<file path="src/rtl/intpol2_cfg_sequencer.sv">
`timescale 1ns/1ps
// intpol2_cfg_sequencer: host register file for the IQ quadratic interpolator,
// iX^2 shift-add multiplier and core start/completion sequencer.
module intpol2_cfg_sequencer #(
    parameter int DATA_WIDTH = 32,
    parameter int FRAC_BITS  = 31
) (
    input  logic                      clk,
    input  logic                      rstn,
    input  logic                      wr_en,
    input  logic [2:0]                wr_addr,
    input  logic [DATA_WIDTH-1:0]     wr_data,
    input  logic [2:0]                rd_addr,
    output logic [DATA_WIDTH-1:0]     rd_data,
    input  logic [7:0]                core_status,
    output logic [4*DATA_WIDTH-1:0]   config_reg,
    output logic                      start,
    output logic                      seq_busy,
    output logic                      irq
);
    localparam int PW    = 2 * DATA_WIDTH;
    localparam int CNT_W = $clog2(DATA_WIDTH);

    typedef enum logic [1:0] {IDLE, CALC, START, RUN} state_t;

    state_t                state;
    logic [DATA_WIDTH-1:0] ix, ilen, ix2;
    logic                  bypass, irq_en;
    logic                  ix2_valid, ix2_sat;
    logic                  done_sticky, err_sticky, abort_sticky;
    logic                  done_prev;
    logic [PW-1:0]         acc, mcand, acc_next;
    logic [DATA_WIDTH-1:0] mplier;
    logic [CNT_W-1:0]      cnt;

    logic wr_ctrl, wr_ix, wr_ilen, wr_status;
    logic go_req, abort_req, idle, done_rise, lock_err, prod_sat, last_step;

    assign wr_ctrl   = wr_en && (wr_addr == 3'd0);
    assign wr_ix     = wr_en && (wr_addr == 3'd1);
    assign wr_ilen   = wr_en && (wr_addr == 3'd2);
    assign wr_status = wr_en && (wr_addr == 3'd3);
    // abort outranks go when both bits arrive in one write
    assign abort_req = wr_ctrl && wr_data[2];
    assign go_req    = wr_ctrl && wr_data[1] && !wr_data[2];
    assign idle      = (state == IDLE);
    assign done_rise = core_status[0] && !done_prev;
    // any non-abort CTRL write (go, bypass, irq_en) is a config attempt while busy
    assign lock_err  = !idle && (wr_ix || wr_ilen || (wr_ctrl && !wr_data[2]));

    assign acc_next  = acc + (mplier[0] ? mcand : '0);
    assign prod_sat  = |(acc_next >> (FRAC_BITS + DATA_WIDTH));
    assign last_step = (cnt == CNT_W'(DATA_WIDTH - 1));

    assign seq_busy   = !idle;
    assign irq        = done_sticky && irq_en;
    assign config_reg = {ilen, ix2, ix, {(DATA_WIDTH-1){1'b0}}, bypass};

    // host-writable configuration, frozen outside IDLE
    always_ff @(posedge clk or negedge rstn) begin
        if (!rstn) begin
            ix     <= '0;
            ilen   <= '0;
            bypass <= 1'b0;
            irq_en <= 1'b0;
        end else if (idle) begin
            if (wr_ctrl) begin
                bypass <= wr_data[0];
                irq_en <= wr_data[3];
            end
            if (wr_ix)   ix   <= wr_data;
            if (wr_ilen) ilen <= wr_data;
        end
    end

    // sequencer FSM, iX^2 multiplier and sticky status; sets win over clears
    always_ff @(posedge clk or negedge rstn) begin
        if (!rstn) begin
            state        <= IDLE;
            start        <= 1'b0;
            ix2          <= '0;
            ix2_valid    <= 1'b0;
            ix2_sat      <= 1'b0;
            done_sticky  <= 1'b0;
            err_sticky   <= 1'b0;
            abort_sticky <= 1'b0;
            done_prev    <= 1'b0;
            acc          <= '0;
            mcand        <= '0;
            mplier       <= '0;
            cnt          <= '0;
        end else begin
            done_prev <= core_status[0];
            start     <= 1'b0;

            if ((state == RUN) && done_rise && !abort_req)
                done_sticky <= 1'b1;
            else if ((idle && go_req) || (wr_status && wr_data[0]))
                done_sticky <= 1'b0;

            if (lock_err)
                err_sticky <= 1'b1;
            else if ((idle && go_req) || (wr_status && wr_data[2]))
                err_sticky <= 1'b0;

            if (!idle && abort_req)
                abort_sticky <= 1'b1;
            else if ((idle && go_req) || (wr_status && wr_data[3]))
                abort_sticky <= 1'b0;

            if (idle && wr_ix)
                ix2_valid <= 1'b0;

            case (state)
                IDLE: begin
                    if (go_req) begin
                        if (!ix2_valid) begin
                            state  <= CALC;
                            acc    <= '0;
                            mcand  <= PW'(ix);
                            mplier <= ix;
                            cnt    <= '0;
                        end else begin
                            state <= START;
                        end
                    end
                end
                CALC: begin
                    if (abort_req) begin
                        state <= IDLE;
                    end else begin
                        acc    <= acc_next;
                        mcand  <= mcand << 1;
                        mplier <= mplier >> 1;
                        cnt    <= cnt + CNT_W'(1);
                        if (last_step) begin
                            ix2       <= prod_sat ? '1 : acc_next[FRAC_BITS +: DATA_WIDTH];
                            ix2_sat   <= prod_sat;
                            ix2_valid <= 1'b1;
                            state     <= START;
                        end
                    end
                end
                START: begin
                    if (abort_req) begin
                        state <= IDLE;
                    end else begin
                        start <= 1'b1;
                        state <= RUN;
                    end
                end
                RUN: begin
                    if (abort_req || done_rise)
                        state <= IDLE;
                end
                default: state <= IDLE;
            endcase
        end
    end

    // combinational register read mux
    always_comb begin
        rd_data = '0;
        case (rd_addr)
            3'd0: begin
                rd_data[0] = bypass;
                rd_data[3] = irq_en;
            end
            3'd1: rd_data = ix;
            3'd2: rd_data = ilen;
            3'd3: begin
                rd_data[0]    = done_sticky;
                rd_data[1]    = seq_busy;
                rd_data[2]    = err_sticky;
                rd_data[3]    = abort_sticky;
                rd_data[4]    = ix2_sat;
                rd_data[5]    = bypass;
                rd_data[6]    = ix2_valid;
                rd_data[15:8] = core_status;
            end
            3'd4: rd_data = ix2;
            default: rd_data = '0;
        endcase
    end
endmodule

</file>
<file path="config.mk">
export PLATFORM = sky130hd
export DESIGN_NAME = intpol2_cfg_sequencer
export DESIGN_NICKNAME = d
export VERILOG_FILES = /design/src/rtl/intpol2_cfg_sequencer.sv
export SDC_FILE = /design/constraint.sdc
export NUM_CORES = 1
export LEC_CHECK = 0
export ABC_AREA = 1
export ABC_CLOCK_PERIOD_IN_PS = 3700
export BUFFER_PORTS_ARGS = -buffer_cell sky130_fd_sc_hd__buf_2
export CAP_MARGIN = 40
export CORE_MARGIN = 4
export CORE_UTILIZATION = 55
export CTS_CLUSTER_SIZE = 14
export DETAILED_ROUTE_END_ITERATION = 16
export PLACE_DENSITY = 0.76
export SLEW_MARGIN = 5
export SYNTH_ARGS = -nofsm -noshare
export SYNTH_HDL_FRONTEND = slang
export SYNTH_SLANG_ARGS = --single-unit
</file>
<file path="constraint.sdc">
create_clock -name clk -period 3.7 [get_ports clk]
set_clock_uncertainty 0.05 [all_clocks]
set_input_delay 0.74 -clock clk [delete_from_list [all_inputs] [get_ports clk]]
set_output_delay 0.74 -clock clk [all_outputs]
set_load 0.02 [all_outputs]
</file>
# Yosys cells after proc, flatten, opt, wreduce, memory -nomap -nowiden

Index checks and enable logic that the tools add are counted.

Bits in registers: 272
Latch bits: 0
Memory bits (writable): 0
ROM bits: 0
Bits of input ports: 49
Logic and storage cells: 122
Memories kept: 0

Add/sub/neg operators: 2
Multiply operators: 0
Div/mod/pow operators: 0
$lt $le $gt $ge: 0
Equality and inequality tests: 16
Shift-type cells: 0
Muxes and demuxes: 44
Bitwise gates (word level): 1
Reductions and logical operators: 42

Operators by type and width:

| operator                                                        | count |
|---|---|
| 64-bit two-way mux                                              | 7 |
| 64-bit one-hot mux with 2 select lines                          | 2 |
| 32-bit two-way mux                                              | 4 |
| 64-bit adder                                                    | 1 |
| 32-bit one-hot mux with 2 select lines                          | 1 |
| 16-bit one-hot mux with 3 select lines                          | 1 |
| 8-bit one-hot mux with 4 select lines                           | 1 |
| 1-bit logical AND                                               | 19 |
| 2-bit one-hot mux with 4 select lines                           | 2 |
| 5-bit two-way mux                                               | 3 |
| 3-bit by 2-bit == test with 1-bit output, second input constant | 4 |
| 1-bit two-way mux                                               | 12 |
| 2-bit two-way mux                                               | 6 |
| 3-bit one-hot mux with 4 select lines                           | 1 |
| 1-bit one-hot mux with 5 select lines                           | 2 |
| 5-bit one-hot mux with 2 select lines                           | 1 |
| 2-bit nonzero test                                              | 4 |
| 3-bit by 1-bit == test with 1-bit output, second input constant | 2 |
| 3-bit zero test                                                 | 2 |
| 1-bit logical OR                                                | 6 |
| 2-bit != test, second input constant                            | 3 |
| 2-bit AND reduction                                             | 3 |
| 3-bit AND reduction                                             | 2 |
| 5-bit by 1-bit adder with 5-bit output, second input constant   | 1 |
| 11 further kinds                                                | 15 |

# Logic depth before layout (Yosys ltp)

Gate-level depths: netlist of the first run.

Word-level depth: 8
Mapped depth: 23
Gate-level depth less buffers: 20

# Worst setup path after synthesis of the first run

Ideal clock, no wire load.

Kind: reg2reg
Start: register mplier[0]
End: register ix2[10]
Library setup time: 0.116 ns
Arrival: 2.464 ns
Slack: 1.069 ns
Cell stages (with the launch flop): 21
Buffers on the path: 3
Clock period less this slack: 2.631 ns
Path through: dfrtp_1 > clkbuf_1 > clkbuf_1 > nand2_1 > inv_1 > ha_1 > nand2_2 > inv_1 > a21oi_1 > nand2_2 > nand2_2 > nand2_2 > nand2_1 > nand2_2 > nand2_1 > nand3_1 > nand2_4 > buf_6 > nand2_1 > nand2_1 > nand2_1

Longest elaborated chain between the ends: 3

Ends and longest elaborated chain:

| element                | RTL line | source |
|---|---|---|
| start, declared        | 33       | `logic [DATA_WIDTH-1:0] mplier;` |
| start signal, assigned | 121      | `mplier <= ix;` |
| start signal, assigned | 134      | `mplier <= mplier >> 1;` |
| 64-bit two-way mux     | 51       | `assign acc_next = acc + (mplier[0] ? mcand : '0);` |
| 64-bit adder           | 51       |  |
| 32-bit two-way mux     | 137      | `ix2 <= prod_sat ? '1 : acc_next[FRAC_BITS +: DATA_WIDTH];` |
| end signal, assigned   | 137      |  |
| end, declared          | 27       | `logic [DATA_WIDTH-1:0] ix, ilen, ix2;` |

Every way passes these cells.
A chain may end at the register's enable or synchronous reset.

# Final worst setup path of the first run

Start: register mplier[0]
End: register ix2[19]

The elaborated chain is that of the path after synthesis.

==> results of run 1 <==
## critical path, stage by stage (launching register included)
cell	delay [ns]
dfrtp_2	0.53
buf_12	0.24
nand2_1	0.09
inv_1	0.04
ha_1	0.43
nand2_2	0.15
nor2_1	0.21
nand2_2	0.12
nor4_2	0.41
nand2_1	0.12
nand2_1	0.09
nand2_2	0.06
nand2_4	0.34
nand2_1	0.13
nand2_1	0.10
nand2_1	0.05
## registers in the layout, summed over array words and instances (netlist names)
signal and flops:
ix2_sat 1, ilen 32, cnt 5, mplier 32, start 1, done_sticky 1, done_prev 1, mcand 64
irq_en 1, state 2, bypass 1, err_sticky 1, ix2 32, acc 64, ix2_valid 1, abort_sticky 1
ix 32
## layout make-up
class / count / area [µm²] / area share
multi-input cells: 1943 / 8920 / 0.436
flip-flops and latches: 272 / 6810 / 0.333
inverters: 502 / 1890 / 0.0924
repair buffers: 205 / 1220 / 0.0596
clock buffers: 42 / 877 / 0.0429
well taps: 442 / 553 / 0.0271
clock inverters: 12 / 170 / 0.00833
## per-stage QoR
stage	setup slack, ns	instances	power, mW
finish	0.375	3418	15.9
global route	0.213	3418	17.0
CTS	0.449	3418	15.8
detailed placement	0.523	3364	12.6
global placement	0.595	3361	12.3
floorplan	1.07	2832	10.1
## kinds of logic after synthesis
kind of cell    count (synthesis)  synth area share
fa+ha+maj                      66            0.0458
simple gates                 1477             0.326
flops                         272             0.375
compound gates                360             0.107
buf+inv                       617             0.142
other cells                     1          0.000206
xor+xnor                        9           0.00434
## metal layers
layer  wire [µm]  up-vias
met2       27100      850
met4        2680        0
met3        5360      132
met1       26100     8564
li1            -     8845
met5           0        -
## where the power goes
group	total (mW)	internal [mW]	switching [mW]	leakage (nW)
Clock	3.18	1.92	1.26	0.516
Sequential	5.05	4.02	1.03	3.55
Combinational	7.68	2.35	5.33	8.01
Total	15.9	8.29	7.62	12.1
## placed cells by master, fill, tap and decap left out, types with 23 or more instances in the layout
master,netlist,layout
a31oi_1,33,33
nand2_2,21,23
inv_1,494,494
ha_1,65,65
a21oi_1,74,74
o22ai_1,34,34
buf_2,21,179
nand3_1,65,65
nand4_1,24,24
nand2_1,1169,1167
conb_1,1,31
nor2_1,137,137
dfrtp_1,272,271
o21ai_0,177,177
clkbuf_16,0,31
## worst paths after layout
path / startpoint / end / slack, ns / depth (start not counted)
max in group asynchronous: rstn / ilen[26] / 2.62 / 2
min: rstn / acc[22] / 0.13 / 1
max: mplier[0] / ix2[19] / 0.37 / 15
min reg2reg: acc[4] / acc[4] / 0.44 / 2
max reg2reg: mplier[0] / ix2[19] / 0.37 / 15
min in group clk: core_status[0] / done_prev / 0.28 / 1
==> results.yml, run 1 <==
detailed_routing:
  dr.pass1.iters: 5
  routedWlPerCell_um: 17.9
  antenna_left: 0
  drc: 0
  wl_um: 61300
  num_vias: 18400
  drt-initial-drc-count: 1669
  vias_per_cell: 5.38
floorplanning:
  die_h_um: 190
  rows: 66
  io_pins: 212
  die_width_um: 190
  design.core.area_mm2: 0.0325
  die_area_mm2: 0.0360
  start_util: 0.559
clocking:
  clock_path_buffers: 3
  clk_pin_slew_ns: 0.07
  cts_tree: "built"
  cts_hold_buf: 0
  cts_resized: 0
  cts-root-buf: "clkbuf_16"
  cts_setup_buffers: 0
  clk_latency_ns: 0.57
  cts_buffers: 30
  cts.sinks: 272
  cts.htree.levels: 1
yosys:
  syn_area_per_cell_um2: 6.49
  postSynthCellCount: 2802
  yosys.area.top_type: "dfrtp_1"
  synth_edf_count: 0
  synth_seq_cells: 272
  synth_top_area_share: 0.375
  synth_area_leaders: "dfrtp_1, nand2_1, inv_1"
  async_flop_share: 1.00
  yosys_warnings: 0
  syn_area_mm2: 0.0182
  yosysSeqAreaShare: 0.375
  synthFlopType: "dfrtp_1"
  yosysUniqueCellTypes: 43
  synthTopCellsByCount: "nand2_1, inv_1, dfrtp_1"
  yosys.cell_count.top_type: "nand2_1"
finish:
  fillers: 3094
  antennaDiodeCount: 0
  drive_gt1_frac: 0.102
  fin_util: 0.628
  area_growth_pct: 12.4
  fin_area_mm2: 0.0204
  fin_nets: 3069
timing:
  timing.setup.tns_ns: 0
  rsz0062_at_grt: "no"
  setup_viol: 0
  slew_viol_final: 0
  max_slew_margin: 0.458
  tightest_slew_ns: 0.813
  post-route-period-util: 0.899
  hold_ws_ns: 0.131
  fmaxAchievable_mhz: 301
  layout_min_cycle_time_ns: 3.33
  finalHoldViolations: 0
placed_design:
  placed_cell_area_mm2: 0.0194
  place.gp.congestion: 1.05
  io_buffers: 180
  dp_hpwl_um: 48300
power_and_ir_drop:
  ir_drop_mv: 0.587
  leakage_nw: 12.1
  p_per_area_mw_per_mm2: 779
grt:
  grt_util_met3: 0.0484
  first_global_vias: 17600
  grt_max_degree: 96
  met2_usage: 0.531
  grt_pass1_wl_um: 95300
  grt.busiest_layer: "met2"
  overflow: 0
  grtUsageTotal: 0.336
  met1_usage: 0.473
  antenna_found_initial: 1
worst_hold_path:
  hold_path_class: "in -> async"
worst_setup_path:
  cp.required_ns: 4.10
  start_kind: "flip-flop"
  path_max_fanout: 48
  worstSetupPathType: "reg -> reg"
  end_kind: "flip-flop"
  critPathArrivalTime_ns: 3.72
flow_run:
  maxCapViolCount: 0
status:
  status: "finished clean"
No activity file was read; power rests on OpenSTA's default activity.
==> run 2, diff against run 1 <==
--- a/config.mk
+++ b/config.mk
@@ -6,14 +6,13 @@
 export NUM_CORES = 1
 export LEC_CHECK = 0
 export ABC_AREA = 1
-export ABC_CLOCK_PERIOD_IN_PS = 3700
+export ABC_CLOCK_PERIOD_IN_PS = 3970
 export BUFFER_PORTS_ARGS = -buffer_cell sky130_fd_sc_hd__buf_2
-export CAP_MARGIN = 40
 export CORE_MARGIN = 4
 export CORE_UTILIZATION = 55
 export CTS_CLUSTER_SIZE = 14
 export DETAILED_ROUTE_END_ITERATION = 16
-export PLACE_DENSITY = 0.76
+export PLACE_DENSITY = 0.8
 export SLEW_MARGIN = 5
 export SYNTH_ARGS = -nofsm -noshare
 export SYNTH_HDL_FRONTEND = slang
==> constraint.sdc (replaced) <==
create_clock -name clk -period 3.97 [get_ports clk]
set_clock_uncertainty 0.05 [all_clocks]
set_input_delay 0.794 -clock clk [delete_from_list [all_inputs] [get_ports clk]]
set_output_delay 0.794 -clock clk [all_outputs]
set_load 0.02 [all_outputs]
==> run 2 against run 1 <==
  * Non-clock buffer count fell by 9
  * Hold slack gained 0.046 ns
  * Count of clock-buffer cells in the layout decreased by 4
  * Utilization is 0.53 points lower
  * Sequential share of layout area up 0.29 points
  * First-iteration DRC count is 8.4% higher
  * Routed wire length increased by 1.6%
  * Critical endpoint is now ix2[30]
  * Largest cell class unchanged
  * Highest routed layer unchanged
==> results.yml, run 2 (synthesis results as in run 1) <==
clocking:
  cts_setup_buffers: 0
  cts_resized: 0
  clk_pin_slew_ns: 0.06
  clock_path_buffers: 3
  cts_buffers: 30
  cts-root-buf: "clkbuf_16"
  clk_latency_ns: 0.57
  cts.htree.levels: 1
  cts.sinks: 272
  cts_hold_buf: 0
  cts_tree: "built"
placed_design:
  place.gp.congestion: 1.06
  dp_hpwl_um: 48300
  placed_cell_area_mm2: 0.0192
  pre_cts_ws_ns: 0.660
  io_buffers: 180
worst_setup_path:
  end_kind: "flip-flop"
  crit_chain: "buf_12 -> nand2_1 -> inv_1 -> ha_1 -> nand2_1 -> nor2_1 -> nand2_1 -> nor3_1 -> nand2_1 -> nand2_1 -> nand2_1 -> nand2_1 -> nand2_1 -> nand2_1 -> nand2_2 -> nand2_1 -> nand2_1"
  r2r_end: "ix2[30]"
  cp.required_ns: 4.38
  reg2reg_from: "mplier[0]"
  worstSetupPathType: "reg -> reg"
  rrSetupSlack_ns: 0.54
  start_kind: "flip-flop"
  crit_slowest_cell: "dfrtp_2"
  rr_worst_depth: 17
  critPathArrivalTime_ns: 3.84
  path_max_fanout: 38
  critPathMaxStageDelay_ns: 0.58
  cp_common_cell: "nand2_1"
timing:
  setup_viol: 0
  finalHoldViolations: 0
  slew_viol_final: 0
  max_slew_margin: 0.256
  timing.setup.tns_ns: 0
  fmaxAchievable_mhz: 291
  layout_min_cycle_time_ns: 3.43
  tightest_slew_ns: 1.11
  post-route-period-util: 0.865
  rsz0062_at_grt: "no"
  setup_ws_ns: 0.536
finish:
  drive_gt1_frac: 0.0994
  largestRegisters: "acc: 64 flops, mcand: 64 flops"
  area_growth_pct: 11.5
  multi_input_area_mm2: 0.00891
  fin_util: 0.623
  fin_nets: 3060
  fillers: 3077
  antennaDiodeCount: 0
  fin_area_mm2: 0.0203
  final_common_cell: "nand2_1"
  seq_area_mm2: 0.00681
  mostFrequentLayoutCells: "nand2_1, inv_1, dfrtp_1"
detailed_routing:
  vias_per_cell: 5.44
  num_vias: 18600
  dr.pass1.iters: 6
  drc: 0
  routedWlPerCell_um: 18.2
  antenna_left: 0
  wl_um: 62200
  drt-initial-drc-count: 1810
floorplanning:
  die_area_mm2: 0.0360
  rows: 66
  die_width_um: 190
  design.core.area_mm2: 0.0325
  die_h_um: 190
  start_util: 0.559
  io_pins: 212
power_and_ir_drop:
  p_comb_frac: 0.484
  p_int_mw: 7.55
  p_switching_mw: 7.14
  p_sw_frac: 0.486
  leakage_nw: 12.0
  total_power_mw: 14.7
  p_per_area_mw_per_mm2: 725
  seqPwrFrac: 0.319
  pwr-share-clk: 0.197
  ir_drop_mv: 0.665
grt:
  grtUsageTotal: 0.344
  first_global_vias: 17800
  overflow: 0
  grt_max_degree: 100
  grt_pass1_wl_um: 97600
  antenna_found_initial: 0
flow_run:
  maxCapViolCount: 0
worst_hold_path:
  hold_path_class: "in -> async"
status:
  status: "finished clean"
==> run 2: changes by cell type in the layout (fill, tap and decap cells not counted), sizes merged <==
cell / previous run / this run
clkbuf: 42 / 38
clkinv: 9 / 12
bufinv: 4 / 3
inv: 500 / 504
buf: 205 / 196
==> run 2: worst max-delay path by stage <==
stage                    from  endpoint
floorplan           mplier[0]   ix2[10]
CTS                 mplier[0]   ix2[30]
detailed placement  mplier[0]   ix2[30]
global placement    mplier[0]   ix2[30]
global route        mplier[0]   ix2[30]
finish              mplier[0]   ix2[30]
==> run 2: cell type report <==
cell class | instances | area share
clock inverters | 18 | 0.00957
well taps | 442 | 0.0273
repair buffers | 196 | 0.0534
multi-input cells | 1943 | 0.440
clock buffers | 38 | 0.0406
flip-flops and latches | 272 | 0.336
inverters | 502 | 0.0931
==> run 2: worst max-delay path, delay by kind of cell, from the launching register on <==
kind,cells,cell delay [ns]
buf+inv,2,0.30
simple gates,14,2.02
fa+ha+maj,1,0.37
flops,1,0.58
==> run 2: power by group through the flow <==
stage	Clock (mW)	Sequential [mW]	Combinational (mW)
floorplan	0	4.64	4.78
global placement	0	4.65	6.76
detailed placement	0	4.67	6.94
CTS	2.91	4.65	6.99
global route	3.03	4.77	7.92
finish	2.89	4.69	7.11
==> run 2: per-stage QoR <==
stage	hold slack, ns	std cells
4_1_cts	0.211	3411
6_report	0.177	3411
3_3_place_gp	0.413	3355
5_1_grt	0.237	3411
3_5_place_dp	0.424	3355
2_1_floorplan	0.398	2832
==> run 2: routing by layer <==
layer,share of wire,global-route usage,wire (µm)
met1,0.41,0.477,25700
met2,0.44,0.529,27100
met3,0.099,0.0679,6160
met4,0.052,0.153,3230
met5,0,0,0
